[config.mk]
export PLATFORM = sky130hd
export DESIGN_NAME = risc16_alu
export DESIGN_NICKNAME = d
export VERILOG_FILES = /design/src/rtl/risc16_alu_pkg.sv /design/src/rtl/risc16_alu_core.sv /design/src/rtl/risc16_alu.sv
export SDC_FILE = /design/constraint.sdc
export NUM_CORES = 1
export LEC_CHECK = 0
export CAP_MARGIN = 20
export CORE_MARGIN = 10
export CORE_UTILIZATION = 25
export CTS_BUF_LIST = sky130_fd_sc_hd__clkbuf_2
export DETAILED_ROUTE_END_ITERATION = 8
export PLACE_DENSITY_LB_ADDON = 0.15
export SYNTH_ARGS = -nofsm -noshare
export SYNTH_HDL_FRONTEND = slang
export SYNTH_SLANG_ARGS = --single-unit
[constraint.sdc]
create_clock -name clk -period 0.9 [get_ports clk]
set_input_delay 0.135 -clock clk [delete_from_list [all_inputs] [get_ports clk]]
set_output_delay 0.135 -clock clk [all_outputs]
set_load 0.01 [all_outputs]
[src/rtl/risc16_alu_pkg.sv]
// risc16_alu_pkg: shared ALU constants (function-code width, function codes, default word length)
package risc16_alu_pkg;
  localparam int DEF_WORD_LENGTH = 16;
  localparam int ALU_FUNCT_LEN = 3;
  localparam logic [ALU_FUNCT_LEN-1:0] ALU_ADD   = 3'b000;
  localparam logic [ALU_FUNCT_LEN-1:0] ALU_SUB   = 3'b001;
  localparam logic [ALU_FUNCT_LEN-1:0] ALU_NAND  = 3'b010;
  localparam logic [ALU_FUNCT_LEN-1:0] ALU_PASS1 = 3'b011;
  localparam logic [ALU_FUNCT_LEN-1:0] ALU_PASS2 = 3'b100;
  localparam logic [ALU_FUNCT_LEN-1:0] ALU_EQ    = 3'b101;
endpackage

[src/rtl/risc16_alu_core.sv]
// risc16_alu_core: combinational operation mux; ports: src1/src2 operands, funct select, next_result, next_state (zero flag)
module risc16_alu_core
  import risc16_alu_pkg::*;
#(
  parameter int WORD_LENGTH = DEF_WORD_LENGTH
) (
  input  logic [WORD_LENGTH-1:0]   src1,
  input  logic [WORD_LENGTH-1:0]   src2,
  input  logic [ALU_FUNCT_LEN-1:0] funct,
  output logic [WORD_LENGTH-1:0]   next_result,
  output logic                     next_state
);
  logic [WORD_LENGTH-1:0] eq_word;
  assign eq_word = {{(WORD_LENGTH-1){1'b0}}, src1 == src2};
  always_comb begin
    next_result = funct == ALU_ADD   ? src1 + src2 :
                  funct == ALU_SUB   ? src1 - src2 :
                  funct == ALU_NAND  ? ~(src1 & src2) :
                  funct == ALU_PASS1 ? src1 :
                  funct == ALU_PASS2 ? src2 :
                  funct == ALU_EQ    ? eq_word : '0;
    next_state = ~|next_result;
  end
endmodule

[src/rtl/risc16_alu.sv]
// risc16_alu: registered RiSC-16 ALU; ports: clk, rst_n (async low), src1/src2, funct, in_valid -> result, state (zero flag), out_valid
module risc16_alu
  import risc16_alu_pkg::*;
#(
  parameter int WORD_LENGTH = DEF_WORD_LENGTH
) (
  input  logic                     clk,
  input  logic                     rst_n,
  input  logic [WORD_LENGTH-1:0]   src1,
  input  logic [WORD_LENGTH-1:0]   src2,
  input  logic [ALU_FUNCT_LEN-1:0] funct,
  input  logic                     in_valid,
  output logic [WORD_LENGTH-1:0]   result,
  output logic                     state,
  output logic                     out_valid
);
  logic [WORD_LENGTH-1:0] next_result;
  logic                   next_state;
  risc16_alu_core #(.WORD_LENGTH(WORD_LENGTH)) u_core (
    .src1(src1),
    .src2(src2),
    .funct(funct),
    .next_result(next_result),
    .next_state(next_state)
  );
  // result/state load only on valid, so X operands on idle cycles never reach them
  always_ff @(posedge clk or negedge rst_n) begin
    if (!rst_n) begin
      result    <= '0;
      state     <= 1'b0;
      out_valid <= 1'b0;
    end else begin
      out_valid <= in_valid;
      if (in_valid) begin
        result <= next_result;
        state  <= next_state;
      end
    end
  end
endmodule

Word-level counts from Yosys, hierarchy flattened
Cells that the tools add are included.
- register bits: 18
- output and inout bits: 18
- input port bits: 38
- word-level logic and storage cells: 22
- bitwise logic cells: 2
- $add $sub $neg: 2
- reductions and logical operators: 3
- equality and inequality tests: 6
- multiplexer cells: 6
- operators by type and width (operator ; number):
    $mux W16 ; 5
    $add A16 B16 Y16 ; 1
    $and A16 B16 Y16 ; 1
    $eq A16 B16 Y1 ; 1
    $not A16 Y16 ; 1
    $reduce_or A16 Y1 ; 1
    $sub A16 B16 Y16 ; 1
    $eq A3 B2 Y1 const B ; 2
    $eq A3 B3 Y1 const B ; 2
    $eq A3 B1 Y1 const B ; 1
    $logic_not A3 Y1 ; 1
    $logic_not A1 Y1 ; 1
    $mux W1 ; 1

Longest topological paths before layout
Gate-level depths: netlist of run 1.
- depth in word-level cells: 9
- mapped depth: 12
- gate-level depth less buffers: 12

Cells and area by module
A second synthesis of run 1 with hierarchy kept.
- cell total of the unflattened synthesis: 401
- area, all modules: 2985.4 um^2
- modules (own cells, without submodules) (module ; area each (um^2) ; times used ; seq. area each (um^2) ; cells an instance):
    risc16_alu_core ; 2274.7 ; 1 ; 0.0 ; 364
    risc16_alu ; 710.7 ; 1 ; 450.4 ; 37

Least setup slack after synthesis of run 1
Ideal clock, no wire load.
- path type: in2reg
- from: input src1[0]
- to: register state
- stages on the path: 12
- data arrival time: 2.504 ns
- setup time: 0.103 ns
- path buffers: 0
- setup slack: -1.707 ns
- required time: 0.797 ns
- cells stage by stage: inv_1 ha_1 fa_1 or2b_1 a21bo_2 a21oi_1 mux2_2 nor2_1 o2111ai_1 nor4b_2 nand4_1 o41ai_2
- word-level cells in the longest chain between the ends: 9
- elaborated cells between the ends (all ways): 13
- classes of those cells: add/sub (2); eq/ne (1); mux (6); bitwise (2); reduce/logical (2)
- ends and longest elaborated chain (what ; line ; text):
    start, declared ; risc16_alu.sv:9 ; input logic [WORD_LENGTH-1:0] src1,
    $eq A16 B16 Y1 ; risc16_alu_core.sv:14 ; assign eq_word = {{(WORD_LENGTH-1){1'b0}}, src1 == src2};
    $mux W1 ; risc16_alu_core.sv:21 ; funct == ALU_EQ ? eq_word : '0;
    $mux W16 ; risc16_alu_core.sv:20 ; funct == ALU_PASS2 ? src2 :
    $mux W16 ; risc16_alu_core.sv:19 ; funct == ALU_PASS1 ? src1 :
    $mux W16 ; risc16_alu_core.sv:18 ; funct == ALU_NAND ? ~(src1 & src2) :
    $mux W16 ; risc16_alu_core.sv:17 ; funct == ALU_SUB ? src1 - src2 :
    $mux W16 * ; risc16_alu_core.sv:16 ; next_result = funct == ALU_ADD ? src1 + src2 :
    $reduce_or A16 Y1 * ; risc16_alu_core.sv:22 ; next_state = ~|next_result;
    $logic_not A1 Y1 * ; risc16_alu_core.sv:22 ;
    end signal, assigned ; risc16_alu.sv:36 ; state <= next_state;
    end, declared ; risc16_alu.sv:14 ; output logic state,
Mark *: on every way between the ends. The rest lies on a longest branch, timed or not.
A chain may end at the register's enable or synchronous reset.

Worst setup path after layout of run 1
Ends and elaborated chain as after synthesis.

==> metrics.txt, run 1 <==
status=complete, but fails checks; failing checks=setup timing; top cells by area, synth=dfrtp_1 15%, ha_1 14%, a21oi_1 5.3%; RSZ-0062 raised after global routing=true; Num CTS Buffers=3; Mapped Area=2920 sq um; max_slew headroom=0.719; sequential fraction of the synthesis area=0.154; first-pass GRT wire length=20300 microns; min Tclk post-route=2.37 ns; Setup TNS=-18.87 ns; met3 WL post-DR=636 microns; pwr/cell area=859 nW/um^2; WP data required=1.11 ns; layout cells sized above 1=0.584; WP data arrival=2.58 ns; overall routing resource usage=0.147; Seq cells post-synth=18; initial antenna violation count=0; GRT overflow=0; vias in the first global route=3906; Post-DP Area=5060 sq um; CTS tree=built; Worst-path clk slew=0.16 ns; Total Power=4.98 mW; ANT nets after route=0; Syn-to-layout area delta=98.6%; Slew @ Worst Pin=0.418 ns; Gate Count Post-Synth=386; die footprint=16400 sq um; clk sinks=18; most common cell in the netlist=nor2_1; CTS root buffer=clkbuf_2; placed insts=715; Initial Util=0.256; ANT cells=0; worst hold path class=input pin to async pin; Die H=128 microns; Most used DFF post-synth=dfrtp_1; post-synth cell types=74; largest net degree at the start of global routing=19; setup violators final=35; CP Capture Type=register; asr flop ratio synth=1.00; synth warn=0; setup ws final=-1.47 ns; DR top layer=met4; GP Congestion=0.884; Post-Layout Inst Area=5800 sq um; Crit Path Max Fanout=5; Avg Inst Size Synth=7.56 sq um; Worst R2R Setup Slack=-0.10 ns; dpl hpwl=10000 microns; non-filler cells, final=744; core area=11400 sq um; largest area contributor in the netlist=dfrtp_1; Remaining DRCs=0; Pint=3.00 mW; top cell type's share of synthesized area=0.154; Post-synth EDFFs=0; clock tree buffer depth=2; startpoint types=input pin; wl on met1=5430 microns; clk_lat worst skew=0.30 ns; pre-CTS setup slack=-2.50 ns; Static Leak=2.56 nW; detailed-route vias per instance=5.00; final WL=12300 microns; reported net switching power=1.98 mW; Clk pwr share=0.067; Max Cap Viol=0; # H-tree levels=1; CTS Hold Bufs=0; WS Path Type=input pin to register; Initial DRC Count=185; Reg power frac=0.196; logic gate share of total power=0.738; Max Clk Rate=0.422 GHz; period utilization=2.63; wire length on met2=6000 microns; DR pass1 iterations=4; via count=3720; Switching Fraction=0.398; reg2reg path depth=3; Ports=56; input/output buffers=55; reg2reg end=result[15]$_DFFE_PN0P_; Layout fillers=1119; chip width=128 microns; r2r startpoint=result[15]$_DFFE_PN0P_; Final Skew=0 ns; Synthesized Nets=458; Hold Fails Final Rpt=0; synth cell count leaders=40 x nor2_1, 32 x ha_1, 31 x a21oi_1, 31 x inv_1, 29 x nand2_1; final-stage net count=675; Worst VDD drop=0.000521 V; max-slew violations=0; DR WL/cell=16.5 microns; num rows=39
[through the flow]
stage          hold WS [ns]   util
2_1_floorplan        -0.161      -
3_3_place_gp          0.478  0.443
3_5_place_dp          0.492  0.443
4_1_cts               0.139  0.490
5_1_grt               0.126  0.508
6_report              0.146  0.508
[cell usage in the layout, fill, tap and decap left out, drive strengths merged, types with 5 or more instances in the layout]
master         synthesis  routed
a31oi                  7       7
nand2b                 8       8
a211oi                 8       8
inv                   31      30
nand2                 29      29
dfrtp                 18      18
buf                   15     215
clkdlybuf4s15          0       5
nor3                  15      15
dlygate4sd2            0      15
a21o                   7       7
nor2                  40      40
a21oi                 32      32
ha                    32      32
mux2                   5       5
xnor2                  7       7
o21ai                 18      18
a22oi                  6       6
nor2b                 10      10
nand3                  7       7
nand4                  5       5
[timing repair]
action / CTS / global route
setup buffers: 27 / 10
endpoints found under the setup margin: 35 / 35
pin swaps: 76 / 37
resized for setup: 273 / 31
[power groups by stage]
stage	Clock, mW	Combinational, mW	Sequential [mW]
final	0.332	3.67	0.975
after CTS	0.340	3.51	0.970
after detailed placement	0	3.11	0.993
after global routing	0.364	3.98	0.991
after floorplan	0	1.47	1.03
after global placement	0	3.08	0.989
[area by class of cell]
class / count / area [sq um] / share of cell area
timing repair buffer: 237 / 1990 / 0.344
inverter: 31 / 178 / 0.0307
tap: 143 / 179 / 0.0309
clock buffer: 3 / 15.0 / 0.00259
multi-input combinational: 312 / 2980 / 0.514
sequential: 18 / 450 / 0.0777
[kinds of logic after synthesis]
kind of cell               synth area share
adders and majority gates             0.151
and+or+nand+nor                       0.226
xor gates and xnor gates             0.0270
AOI/OAI and AO/OA                     0.334
buffers and inverters                0.0815
DFF                                   0.154
muxes                                0.0270
[sequential cells by signal, summed over array words and instances, names as in the netlist]
name       cells
state          1
result        16
out_valid      1
[critical path: stages]
cell and delay, ns:
buf_12 0.10, buf_6 0.10, ha_4 0.15, buf_12 0.10
nand2b_4 0.05, a21o_1 0.19, o211a_4 0.28, o41ai_4 0.48
a31oi_1 0.14, o221ai_1 0.23, xnor2_1 0.17, o211ai_2 0.13
o41ai_2 0.32
[how the worst max path moves through the flow]
stage | cells past startpoint | endpoint | slack (ns) | from
2_1_floorplan | 12 | state$_DFFE_PN0P_ | -1.60 | src1[0]
5_1_grt | 13 | state$_DFFE_PN0P_ | -1.58 | src1[0]
4_1_cts | 13 | state$_DFFE_PN0P_ | -1.47 | src1[0]
3_3_place_gp | 13 | state$_DFFE_PN0P_ | -2.42 | src1[0]
6_report | 13 | state$_DFFE_PN0P_ | -1.47 | src1[0]
3_5_place_dp | 13 | state$_DFFE_PN0P_ | -2.50 | src1[0]
[per-layer routing]
metal | vias up | GRT usage
li1 | 1852 | -
met1 | 1765 | 0.195
met2 | 89 | 0.252
met3 | 14 | 0.0182
met4 | 0 | 0.0278
met5 | - | 0
Note: power is estimated with default switching activity, not from simulation.
==> inputs of run 2 (changes only) <==
--- a/config.mk
+++ b/config.mk
@@ -10,7 +10,6 @@
 export CORE_UTILIZATION = 25
 export CTS_BUF_LIST = sky130_fd_sc_hd__clkbuf_2
 export DETAILED_ROUTE_END_ITERATION = 8
-export PLACE_DENSITY_LB_ADDON = 0.15
 export SYNTH_ARGS = -nofsm -noshare
 export SYNTH_HDL_FRONTEND = slang
 export SYNTH_SLANG_ARGS = --single-unit
==> metrics.txt, run 2 (synthesis gave the netlist of run 1 again) <==
commonest non-fill, non-tap cells in the layout=163 x buf_4, 39 x buf_6, 36 x nor2_1 (was 152 x buf_4, 35 x buf_6, 34 x nor2_1); CTS root buffer=clkbuf_2 (unchanged); Max Cap Viol=0 (unchanged); die footprint=16400 sq um (unchanged); logic gate share of total power=0.733 (was 0.738); setup violators final=35 (unchanged); GP Congestion=0.906 (was 0.884); ANT cells=0 (unchanged); overall routing resource usage=0.149 (was 0.147); most common cell after layout, fill and taps aside=buf_4 (unchanged); WS Path Type=input pin to register (unchanged); max-slew violations=0 (unchanged); DR pass1 iterations=5 (was 4); crit path to=state$_DFFE_PN0P_ (unchanged); final-stage net count=683 (was 675); Static Leak=2.63 nW (was 2.56 nW); # H-tree levels=1 (unchanged); Crit Path Max Fanout=3 (was 5); CTS tree=built (unchanged); Hold WS=0.138 ns (was 0.146 ns); max_slew headroom=0.669 (was 0.719); Worst R2R Setup Slack=-0.11 ns (was -0.10 ns); Initial Util=0.256 (unchanged); Largest Register=result (unchanged); clock tree buffer depth=2 (unchanged); Initial DRC Count=206 (was 185); layout cells sized above 1=0.587 (was 0.584); largest net degree at the start of global routing=19 (unchanged); CP Cell Sequence=buf_8 -> buf_12 -> inv_12 -> ha_4 -> fa_2 -> or2b_1 -> a21bo_2 -> a21oi_2 -> mux2_4 -> nor2_4 -> o2111ai_2 -> nor4b_2 -> nand4_1 -> o41ai_2 (was buf_12 -> buf_6 -> ha_4 -> buf_12 -> nand2b_4 -> a21o_1 -> o211a_4 -> o41ai_4 -> a31oi_1 -> o221ai_1 -> xnor2_1 -> o211ai_2 -> o41ai_2); Syn-to-layout area delta=96.9% (was 98.6%); final WL=12700 microns (was 12300 microns); Reg power frac=0.196 (about the same); clk_lat worst skew=0.30 ns (about the same); GRT overflow=0 (unchanged); Setup TNS=-20.24 ns (was -18.87 ns); status=complete, but fails checks (unchanged); startpoint types=input pin (unchanged); vias in the first global route=4090 (was 3906); reported net switching power=2.01 mW (was 1.98 mW); Slew @ Worst Pin=0.497 ns (was 0.418 ns); core area=11400 sq um (unchanged); Worst-path clk slew=0.17 ns (was 0.16 ns); Setup crit start=src1[0] (unchanged); period utilization=2.78 (was 2.63); Final Skew=0 ns (unchanged); Switching Fraction=0.400 (was 0.398); Die H=128 microns (unchanged); Ports=56 (unchanged); reg2reg end=result[15]$_DFFE_PN0P_ (unchanged); DR WL/cell=16.8 microns (was 16.5 microns); worst hold path class=input pin to async pin (unchanged); ANT nets after route=0 (unchanged); input/output buffers=55 (unchanged); initial antenna violation count=0 (unchanged); Largest regs=result (16), out_valid (1), state (1) (unchanged); num rows=39 (unchanged); RSZ-0062 raised after global routing=true (unchanged); dpl hpwl=10000 microns (about the same); Pint=3.00 mW (about the same); Max Clk Rate=0.400 GHz (was 0.422 GHz); WP data required=1.12 ns (was 1.11 ns); Layout fillers=1076 (was 1119); detailed-route vias per instance=5.17 (was 5.00); Worst VDD drop=0.000575 V (was 0.000521 V); Remaining DRCs=0 (unchanged); min Tclk post-route=2.50 ns (was 2.37 ns); reg2reg path depth=3 (unchanged); highest-delay cell along the critical path=fa_2 (was o41ai_4); clk sinks=18 (unchanged); CP Capture Type=register (unchanged); r2r startpoint=result[15]$_DFFE_PN0P_ (unchanged); Total Power=5.01 mW (was 4.98 mW); max reg flops=16 (unchanged); setup ws final=-1.60 ns (was -1.47 ns); Num CTS Buffers=3 (unchanged); Clk pwr share=0.070 (was 0.067); pwr/cell area=872 nW/um^2 (was 859 nW/um^2); failing checks=setup timing (unchanged); chip width=128 microns (unchanged); first-pass GRT wire length=20600 microns (was 20300 microns); via count=3890 (was 3720); WP data arrival=2.72 ns (was 2.58 ns); Hold Fails Final Rpt=0 (unchanged); Max stage delay on crit path=0.36 ns (was 0.48 ns)
[run 2: worst max-delay path: cells and delay by family]
| family | cells | cell delay (ns) |
|---|---|---|
| adders and majority gates | 2 | 0.50 |
| muxes | 1 | 0.32 |
| and+or+nand+nor | 4 | 0.81 |
| buffers and inverters | 3 | 0.21 |
| AOI/OAI and AO/OA | 4 | 0.75 |
[run 2: how the worst min path moves through the flow]
stage	to	cells after the start
CTS	out_valid$_DFF_PN0_	2
global placement	result[9]$_DFFE_PN0P_	2
floorplan	out_valid$_DFF_PN0_	0
finish	out_valid$_DFF_PN0_	2
global route	out_valid$_DFF_PN0_	2
detailed placement	out_valid$_DFF_PN0_	2
[run 2: power by group through the flow]
stage / sequential (mW) / clock (mW) / combinational (mW)
after detailed placement: 0.993 / 0 / 3.10
final: 0.983 / 0.353 / 3.67
after floorplan: 1.03 / 0 / 1.47
after global routing: 0.989 / 0.415 / 3.97
after global placement: 0.986 / 0 / 3.06
after CTS: 0.975 / 0.377 / 3.41
[run 2: final cells by class]
class,count,area (sq um),area share
Multi-Input combinational cell,312,2910,0.507
Timing Repair Buffer,245,2010,0.350
Sequential cell,18,450,0.0784
Tap cell,143,179,0.0311
Inverter,31,171,0.0298
Clock buffer,3,15.0,0.00261
Clock inverter,1,3.75,0.000653
[run 2: through the flow]
stage          std cells  area, sq um  setup slack, ns  utilization
2_1_floorplan        386         3290            -1.60            -
3_3_place_gp         719         5060            -2.57        0.443
3_5_place_dp         719         5060            -2.47        0.443
4_1_cts              742         5500            -1.58        0.481
5_1_grt              753         5740            -1.70        0.503
6_report             753         5740            -1.60        0.503
[run 2: repair_timing]
item,in CTS,in global routing
pin swaps,63,34
cloned,1,0
setup buffers,22,17
hold buffers,0,0
endpoints found under the setup margin,35,35
gates resized for setup,232,81
[run 2: per-layer routing]
| metal | global-route usage | part of all wire | wire length (microns) |
|---|---|---|---|
| met5 | 0 | 0 | 0 |
| met4 | 0.0358 | 0.016 | 205 |
| met3 | 0.0153 | 0.041 | 518 |
| met2 | 0.256 | 0.49 | 6240 |
| met1 | 0.194 | 0.45 | 5700 |
==> inputs of run 3 (changes only) <==
--- a/config.mk
+++ b/config.mk
@@ -8,8 +8,9 @@
 export CAP_MARGIN = 20
 export CORE_MARGIN = 10
 export CORE_UTILIZATION = 25
-export CTS_BUF_LIST = sky130_fd_sc_hd__clkbuf_2
+export CTS_BUF_LIST = sky130_fd_sc_hd__clkbuf_2 sky130_fd_sc_hd__clkbuf_4 sky130_fd_sc_hd__clkbuf_8
 export DETAILED_ROUTE_END_ITERATION = 8
+export PLACE_DENSITY = 0.42
 export SYNTH_ARGS = -nofsm -noshare
 export SYNTH_HDL_FRONTEND = slang
 export SYNTH_SLANG_ARGS = --single-unit
==> metrics.txt, run 3 (synthesis gave the netlist of run 1 again) <==
status=complete, but fails checks (unchanged); failing checks=setup timing (unchanged); die footprint=16400 sq um (unchanged); min Tclk post-route=2.50 ns (about the same); overall routing resource usage=0.154 (was 0.149); WS Path Type=input pin to register (unchanged); Remaining DRCs=0 (unchanged); clk_lat worst skew=0.25 ns (was 0.30 ns); startpoint types=input pin (unchanged); clock tree buffer depth=2 (unchanged); Worst VDD drop=0.000614 V (was 0.000575 V); Largest regs=result (16), out_valid (1), state (1) (unchanged); input/output buffers=55 (unchanged); Crit Path Max Fanout=3 (unchanged); period utilization=2.78 (about the same); max reg flops=16 (unchanged); max_slew headroom=0.681 (was 0.669); largest net degree at the start of global routing=19 (unchanged); wire length on met2=6520 microns (was 6240 microns); pre-CTS setup slack=-2.59 ns (was -2.47 ns); Hold WS=0.213 ns (was 0.138 ns); DR pass1 iterations=4 (was 5); Max Cap Viol=0 (unchanged); first-pass GRT wire length=21000 microns (was 20600 microns); Largest Register=result (unchanged); Die H=128 microns (unchanged); Syn-to-layout area delta=105% (was 96.9%); most common cell after layout, fill and taps aside=buf_4 (unchanged); Static Leak=2.69 nW (was 2.63 nW); Ports=56 (unchanged); Util after Layout=0.523 (was 0.503); pwr/cell area=901 nW/um^2 (was 872 nW/um^2); CTS tree=built (unchanged); RSZ-0062 raised after global routing=true (unchanged); DR top layer=met4 (unchanged); GP Congestion=0.867 (was 0.906); Slew @ Worst Pin=0.479 ns (was 0.497 ns); Initial Util=0.256 (unchanged); Total Power=5.38 mW (was 5.01 mW); GRT overflow=0 (unchanged); met3 WL post-DR=475 microns (was 518 microns); Layout fillers=1094 (was 1076); worst hold path class=input pin to async pin (unchanged); num rows=39 (unchanged); ANT nets after route=0 (unchanged); Hold Fails Final Rpt=0 (unchanged); wl on met1=5970 microns (was 5700 microns); # H-tree levels=1 (unchanged); Final Skew=0 ns (unchanged); commonest non-fill, non-tap cells in the layout=170 x buf_4, 34 x nor2_1, 31 x buf_6 (was 163 x buf_4, 39 x buf_6, 36 x nor2_1); final-stage net count=692 (was 683); via count=3798 (was 3890); Max Clk Rate=0.400 GHz (about the same); setup ws final=-1.60 ns (about the same); core area=11400 sq um (unchanged); setup violators final=28 (was 35); clk sinks=18 (unchanged); CTS root buffer=clkbuf_8 (was clkbuf_2); placed insts=718 (was 719); Worst-path clk slew=0.07 ns (was 0.17 ns); Initial DRC Count=222 (was 206); non-filler cells, final=761 (was 753); max-slew violations=0 (unchanged); DR WL/cell=17.2 microns (was 16.8 microns); dpl hpwl=10200 microns (was 10000 microns); ANT cells=0 (unchanged); Num CTS Buffers=3 (unchanged); CTS Hold Bufs=0 (unchanged); CP Capture Type=register (unchanged); WP data arrival=2.65 ns (was 2.72 ns); chip width=128 microns (unchanged); WP data required=1.05 ns (was 1.12 ns); final WL=13100 microns (was 12700 microns); vias in the first global route=4001 (was 4090); detailed-route vias per instance=4.99 (was 5.17); initial antenna violation count=0 (unchanged); layout cells sized above 1=0.602 (was 0.587)
[run 3: changes by cell type in the layout (fill, tap and decap cells not counted), moves of 3 or more]
cell and delta:
buf_2 +6, dlygate4sd2_1 +7, a21oi_2 +4, clkdlybuf4s50_1 +3, clkdlybuf4s15_2 +3, dlymetal6s2s_1 -3, buf_4 +7, a31oi_4 +3
clkbuf_8 +3, buf_6 -8, inv_2 -3, clkbuf_2 -11, a21oi_1 -3
[run 3: power by group]
group	internal [mW]	total [mW]	switching (mW)
clock network	0.297	0.560	0.263
registers	0.915	0.971	0.0565
logic	2.08	3.85	1.77
[run 3: per-stage QoR]
step           setup TNS [ns]  cell area, sq um
6_report               -19.06              5970
2_1_floorplan          -16.00              3290
4_1_cts                -19.29              5770
5_1_grt                -21.10              5970
3_3_place_gp           -35.64              5060
3_5_place_dp           -35.82              5060
[run 3: area by class of cell]
cell class                 instances  area (sq um)  area share
timing repair buffer             254          2080       0.348
sequential                        18           450      0.0754
clock buffer                       3          41.3     0.00691
multi-input combinational        312          3050       0.511
inverter                          31           174      0.0291
tap                              143           179      0.0300
[run 3: path summary, 6_finish.rpt]
| check | slack, ns | cells past startpoint | to | startpoint |
|---|---|---|---|---|
| max | -1.60 | 13 | state$_DFFE_PN0P_ | src1[0] |
| min | 0.21 | 2 | out_valid$_DFF_PN0_ | rst_n |
| max reg2reg | 0.02 | 2 | result[3]$_DFFE_PN0P_ | result[3]$_DFFE_PN0P_ |
| min reg2reg | 0.50 | 1 | result[5]$_DFFE_PN0P_ | result[5]$_DFFE_PN0P_ |
| max in group asynchronous | 0.56 | 2 | result[11]$_DFFE_PN0P_ | rst_n |
| min in group clk | 0.50 | 1 | result[5]$_DFFE_PN0P_ | result[5]$_DFFE_PN0P_ |
[run 3: worst max-delay path: stages]
cell and delay [ns]:
buf_12 0.09, inv_12 0.03, ha_4 0.14, fa_2 0.33, or2b_1 0.26, a21bo_4 0.24
a211o_1 0.29, a32oi_2 0.19, xnor2_1 0.16, a21oi_2 0.09, nor4b_2 0.27, nand4_1 0.20
o41ai_2 0.22
[run 3: routing by layer]
layer  up-vias  GRT usage
li1       1881          -
met1      1840      0.207
met2        71      0.269
met3         6     0.0165
met4         0     0.0119
met5         -          0
[run 3: repair_timing]
item	4_1_cts	5_1_grt
setup buffers	34	16
gates resized for setup	269	31
pin swaps	74	38
endpoints found under the setup margin	35	35
